`config.mk`:
```
export PLATFORM = sky130hd
export DESIGN_NAME = pea_result_reader
export DESIGN_NICKNAME = d
export VERILOG_FILES = /design/src/rtl/pea_result_reader_pkg.sv /design/src/rtl/pea_pair_hold_reg.sv /design/src/rtl/pea_result_reader.sv
export SDC_FILE = /design/constraint.sdc
export NUM_CORES = 1
export LEC_CHECK = 0
export BUFFER_PORTS_ARGS = -buffer_cell sky130_fd_sc_hd__buf_4
export CORE_UTILIZATION = 47
export CTS_BUF_LIST = sky130_fd_sc_hd__clkbuf_2
export DETAILED_ROUTE_END_ITERATION = 10
export GPL_ROUTABILITY_DRIVEN = 0
export PLACE_DENSITY = 0.82
export REMOVE_ABC_BUFFERS = 1
export SYNTH_ARGS = -nofsm -noshare
export SYNTH_HDL_FRONTEND = slang
export SYNTH_SLANG_ARGS = --single-unit
```
`constraint.sdc`:
```
create_clock -name clk -period 2.05 [get_ports clk]
set_input_delay 0.3075 -clock clk [delete_from_list [all_inputs] [get_ports clk]]
set_output_delay 0.3075 -clock clk [all_outputs]
set_load 0.005 [all_outputs]
```
`src/rtl/pea_result_reader_pkg.sv`:
```
// Shared definitions for the PEA result reader: FSM state encodings,
// PEA status bit positions and a constant log2 helper.
package pea_result_reader_pkg;

  localparam logic [1:0] IDLE = 2'd0;
  localparam logic [1:0] POP  = 2'd1;
  localparam logic [1:0] CAPT = 2'd2;
  localparam logic [1:0] HOLD = 2'd3;

  // Bit 0 of a PEA status word flags an errored computation.
  localparam int STATUS_ERR_BIT = 0;

  function automatic int log2(input int value);
    int r;
    r = 0;
    while ((1 << r) < value) r++;
    return r;
  endfunction

endpackage

```
`src/rtl/pea_pair_hold_reg.sv`:
```
// {status, result} holding register: loads on request and keeps its contents
// stable while a presented pair is stalled by the downstream.
module pea_pair_hold_reg #(
  parameter int width = 32
) (
  input  logic             clk,
  input  logic             rst,
  input  logic             load,
  input  logic             valid,
  input  logic             ready,
  input  logic [width-1:0] result_in,
  input  logic [width-1:0] status_in,
  output logic [width-1:0] result_q,
  output logic [width-1:0] status_q
);

  logic stall;
  assign stall = valid && !ready;

  // NOTE: the data registers are reset too, because the block must present
  // all-zero outputs while in reset, not whatever the last pair happened to be.
  always_ff @(posedge clk or negedge rst) begin
    if (!rst) begin
      result_q <= '0;
      status_q <= '0;
    end else if (load && !stall) begin
      result_q <= result_in;
      status_q <= status_in;
    end
  end

endmodule

```
`src/rtl/pea_result_reader.sv`:
```
// Drains the lockstep PEA result/status FIFOs into one valid/ready stream.
// Optional macro PEA_RDR_STATUS_DROP_EN discards pairs whose status flags an error.
module pea_result_reader
  import pea_result_reader_pkg::*;
#(
  parameter int buffer_size_out = 32,
  parameter int width           = 32,
  parameter int cnt_w           = 16
) (
  input  logic                               clk,
  input  logic                               rst,
  input  logic [log2(buffer_size_out)-1:0]   result_pop,
  input  logic [log2(buffer_size_out)-1:0]   status_pop,
  input  logic [width-1:0]                   result_data,
  input  logic [width-1:0]                   status_data,
  output logic                               rd_en_result,
  output logic                               rd_en_status,
  output logic                               out_valid,
  input  logic                               out_ready,
  output logic [width-1:0]                   out_result,
  output logic [width-1:0]                   out_status,
  output logic [cnt_w-1:0]                   pair_count,
  output logic [cnt_w-1:0]                   drop_count,
  output logic                               desync_err,
  output logic                               busy
);

  logic [1:0] state, state_next;
  logic       both_avail;
  logic       drop_pair;
  logic       accept;

  assign both_avail = (result_pop != '0) && (status_pop != '0);
  assign accept     = (state == HOLD) && out_ready;

`ifdef PEA_RDR_STATUS_DROP_EN
  assign drop_pair = (state == CAPT) && status_data[STATUS_ERR_BIT];
`else
  assign drop_pair = 1'b0;
`endif

  // NOTE: every path through this block assigns state_next because of the
  // default on the first line; without it the case would infer a latch.
  always_comb begin
    state_next = state;
    case (state)
      IDLE: if (both_avail) state_next = POP;
      POP:  state_next = CAPT;
      CAPT: begin
        if (drop_pair) state_next = both_avail ? POP : IDLE;
        else           state_next = HOLD;
      end
      HOLD: if (out_ready) state_next = both_avail ? POP : IDLE;
      default: state_next = IDLE;
    endcase
  end

  // NOTE: sequential state uses non-blocking assignments so every register
  // samples pre-edge values regardless of block ordering.
  always_ff @(posedge clk or negedge rst) begin
    if (!rst) begin
      state      <= IDLE;
      pair_count <= '0;
      desync_err <= 1'b0;
    end else begin
      state <= state_next;
      if (accept) pair_count <= pair_count + 1'b1;
      if ((state == IDLE) && (result_pop != status_pop)) desync_err <= 1'b1;
    end
  end

`ifdef PEA_RDR_STATUS_DROP_EN
  always_ff @(posedge clk or negedge rst) begin
    if (!rst)           drop_count <= '0;
    else if (drop_pair) drop_count <= drop_count + 1'b1;
  end
`else
  assign drop_count = '0;
`endif

  // Both FIFOs are popped together so the pair stays aligned.
  assign rd_en_result = (state == POP);
  assign rd_en_status = (state == POP);
  assign out_valid    = (state == HOLD);
  assign busy         = (state != IDLE);

  pea_pair_hold_reg #(
    .width (width)
  ) u_hold (
    .clk       (clk),
    .rst       (rst),
    .load      ((state == CAPT) && !drop_pair),
    .valid     (out_valid),
    .ready     (out_ready),
    .result_in (result_data),
    .status_in (status_data),
    .result_q  (out_result),
    .status_q  (out_status)
  );

endmodule

```
==> results.toml <==
[status]
status = "complete, no violations"

[detailed_routing]
dr.pass1.iters = 4
vias_per_cell = 4.754
wl_per_cell_um = 16.01
vias = 2643
ant_nets = 0
routed_wl_um = 8899
drc_errors = 0
drt_iter0_drc = 73

[floorplan]
io_pins = 178
start_util = 0.4840
die-area_um2 = 7778
die_h_um = 88.20
die_w_um = 88.20
rows = 31
core_area_um2 = 7214

[timing]
hold_violations = 0
hold_ws_ps = 26.88
setup_viol = 0
slew_violations = 0
post-route-min-period_ps = 1931
max_slew_margin = 0.6186
max_freq_mhz = 517.8
tightest_slew_ps = 572.1
fin_skew_ps = 30.60
setup_slack_ps = 118.7
finalCritPeriodShare = 0.9421
rsz0062_at_grt = "false"

[clock_tree]
clkLatencyLatePin_ps = 510
cts_max_level = 3
cts.clk_slew.worst_paths_ps = 210
cts_tree = "done"
clock-root-buffer = "clkbuf_2"
numCtsBuffers = 9
clockBufferDepth = 2
clkSinkCount = 83
cts-resized-gates = 0

[synth]
synth_top_area_frac = 0.5948
syn_area_per_cell_um2 = 14.43
syn_area_um2 = 3492
syn-instance-count = 242
yosysTopAreaCell = "dfrtp_1"
ys_seq_area_frac = 0.5948
synthFlopType = "dfrtp_1"
yosysMostFrequentCell = "dfrtp_1"
synth_commonest_cells = "83 x dfrtp_1, 65 x mux2_2, 17 x buf_4"
synth_edf_count = 0
synth-seq-cells = 83
synthDistinctLibCells = 27
async_flop_share = 1.000
yosys-top-cells-area = "dfrtp_1 59%, mux2_2 21%, xnor2_1 3.8%, buf_4 3.7%, ha_1 2.1%"
ys_warn_count = 0

[place]
pre_cts_ws_ps = 243.4
numPortBuffers = 161
dp_hpwl_um = 5683

[pwr]
cellPowerDensity_nw_per_um2 = 1306
p_leak_nw = 2.568
max-vdd-ir-drop_uv = 971.2

[global_routing]
grt_pass1_vias = 2679
grt_pass1_wl_um = 13290
antenna_found_initial = 0
grt_max_degree = 64
grt-ovfl-total = 0
grt_usage = 0.2297

[flow_run]
maxCapViolCount = 0

[worst_hold_path]
holdCritPathClass = "in2reg"

[worst_setup_path]
critPathArrivalTime_ps = 1620
startpoint_type = "register"
crit_path_end_kind = "output port"
path_class = "reg2out"
critPathRequiredTime_ps = 1740
path_max_fanout = 5

[layout]
n_antenna_cell = 0
drive_above_1_share = 0.5449
layout.nets = 536
syn2layout_area_growth_pct = 53.85
final timing paths:
check | startpoint | end | slack, ps | depth (start not counted)
max in group asynchronous | rst | pair_count[0] | 1030 | 3
worst max-delay path | state[0] | busy | 120 | 4
worst min register to register | pair_count[15] | pair_count[15] | 500 | 1
worst max register to register | state[1] | pair_count[11] | 220 | 5
worst min-delay path | status_data[6] | u_hold.status_q[6] | 30 | 2
min in group asynchronous | rst | u_hold.result_q[7] | 390 | 2
power by group:
part | total, mW | switching [mW] | internal (mW)
clock network | 1.07 | 0.543 | 0.523
logic | 3.14 | 1.15 | 1.98
registers | 2.81 | 0.451 | 2.36
registers in the layout, summed over array words and instances, names as in the netlist:
name / count
u_hold.result_q: 32
pair_count: 16
u_hold.status_q: 32
desync_err: 1
state: 2
layout by cell type, fill, tap and decap left out, types with 3 or more instances in the layout:
cell           instances
nor2_1                 4
xor2_1                 5
nand2_1                8
clkbuf_2              10
dlygate4sd3_1         45
xnor2_1               15
ha_1                   5
buf_4                162
inv_1                  3
conb_1                16
nand3_1                9
mux2_2                65
bufinv_16              3
dfrtp_1               83
metrics by stage:
stage                     TNS, ps  cells  cell area [um^2]    util  power (mW)
after floorplan            -38560    233              3387       -       4.225
after global placement          0    495              4762  0.6601       5.712
after detailed placement        0    495              4762  0.6601       5.852
after CTS                       0    553              5345  0.7409       6.964
after global routing            0    556              5373  0.7447       7.437
final                           0    556              5373  0.7447       7.017
area by class of cell:
| class | count | area (um^2) |
|---|---|---|
| flip-flops and latches | 83 | 2077 |
| clock inverters | 5 | 102.6 |
| multi-input cells | 147 | 1301 |
| clock buffers | 10 | 50.05 |
| fillers | 461 | 1842 |
| well taps | 99 | 123.9 |
| inverters | 3 | 11.26 |
| repair buffers | 209 | 1707 |
logic make-up after synthesis:
group | synth area share
other | 0.001074
AND/OR/NAND/NOR | 0.05052
buffers and inverters | 0.04944
XOR/XNOR | 0.05016
adder cells (fa/ha/maj) | 0.02150
flip-flops | 0.5948
AO/OA/AOI/OAI | 0.01863
multiplexers | 0.2139
critical path, cell delays in order, from the launching register on:
cell	delay, ps
dfrtp_1	470
inv_1	170
ha_1	270
inv_1	80
buf_4	140
routing by layer:
metal	wire length [um]	up-vias	share of wire	global-route usage
met2	4690	109	0.53	0.3993
met4	210	0	0.024	0.1100
met5	0	-	0	0
li1	-	1227	-	-
met3	542	19	0.061	0.05184
met1	3456	1288	0.39	0.2685
timing repair:
| item | CTS | global route |
|---|---|---|
| endpoints found under the setup margin | 0 | 1 |
| endpoints found under the hold margin | 87 | 2 |
| buffers inserted | 0 | 1 |
| hold buffers | 43 | 2 |
No activity file was read; power rests on OpenSTA's default activity.
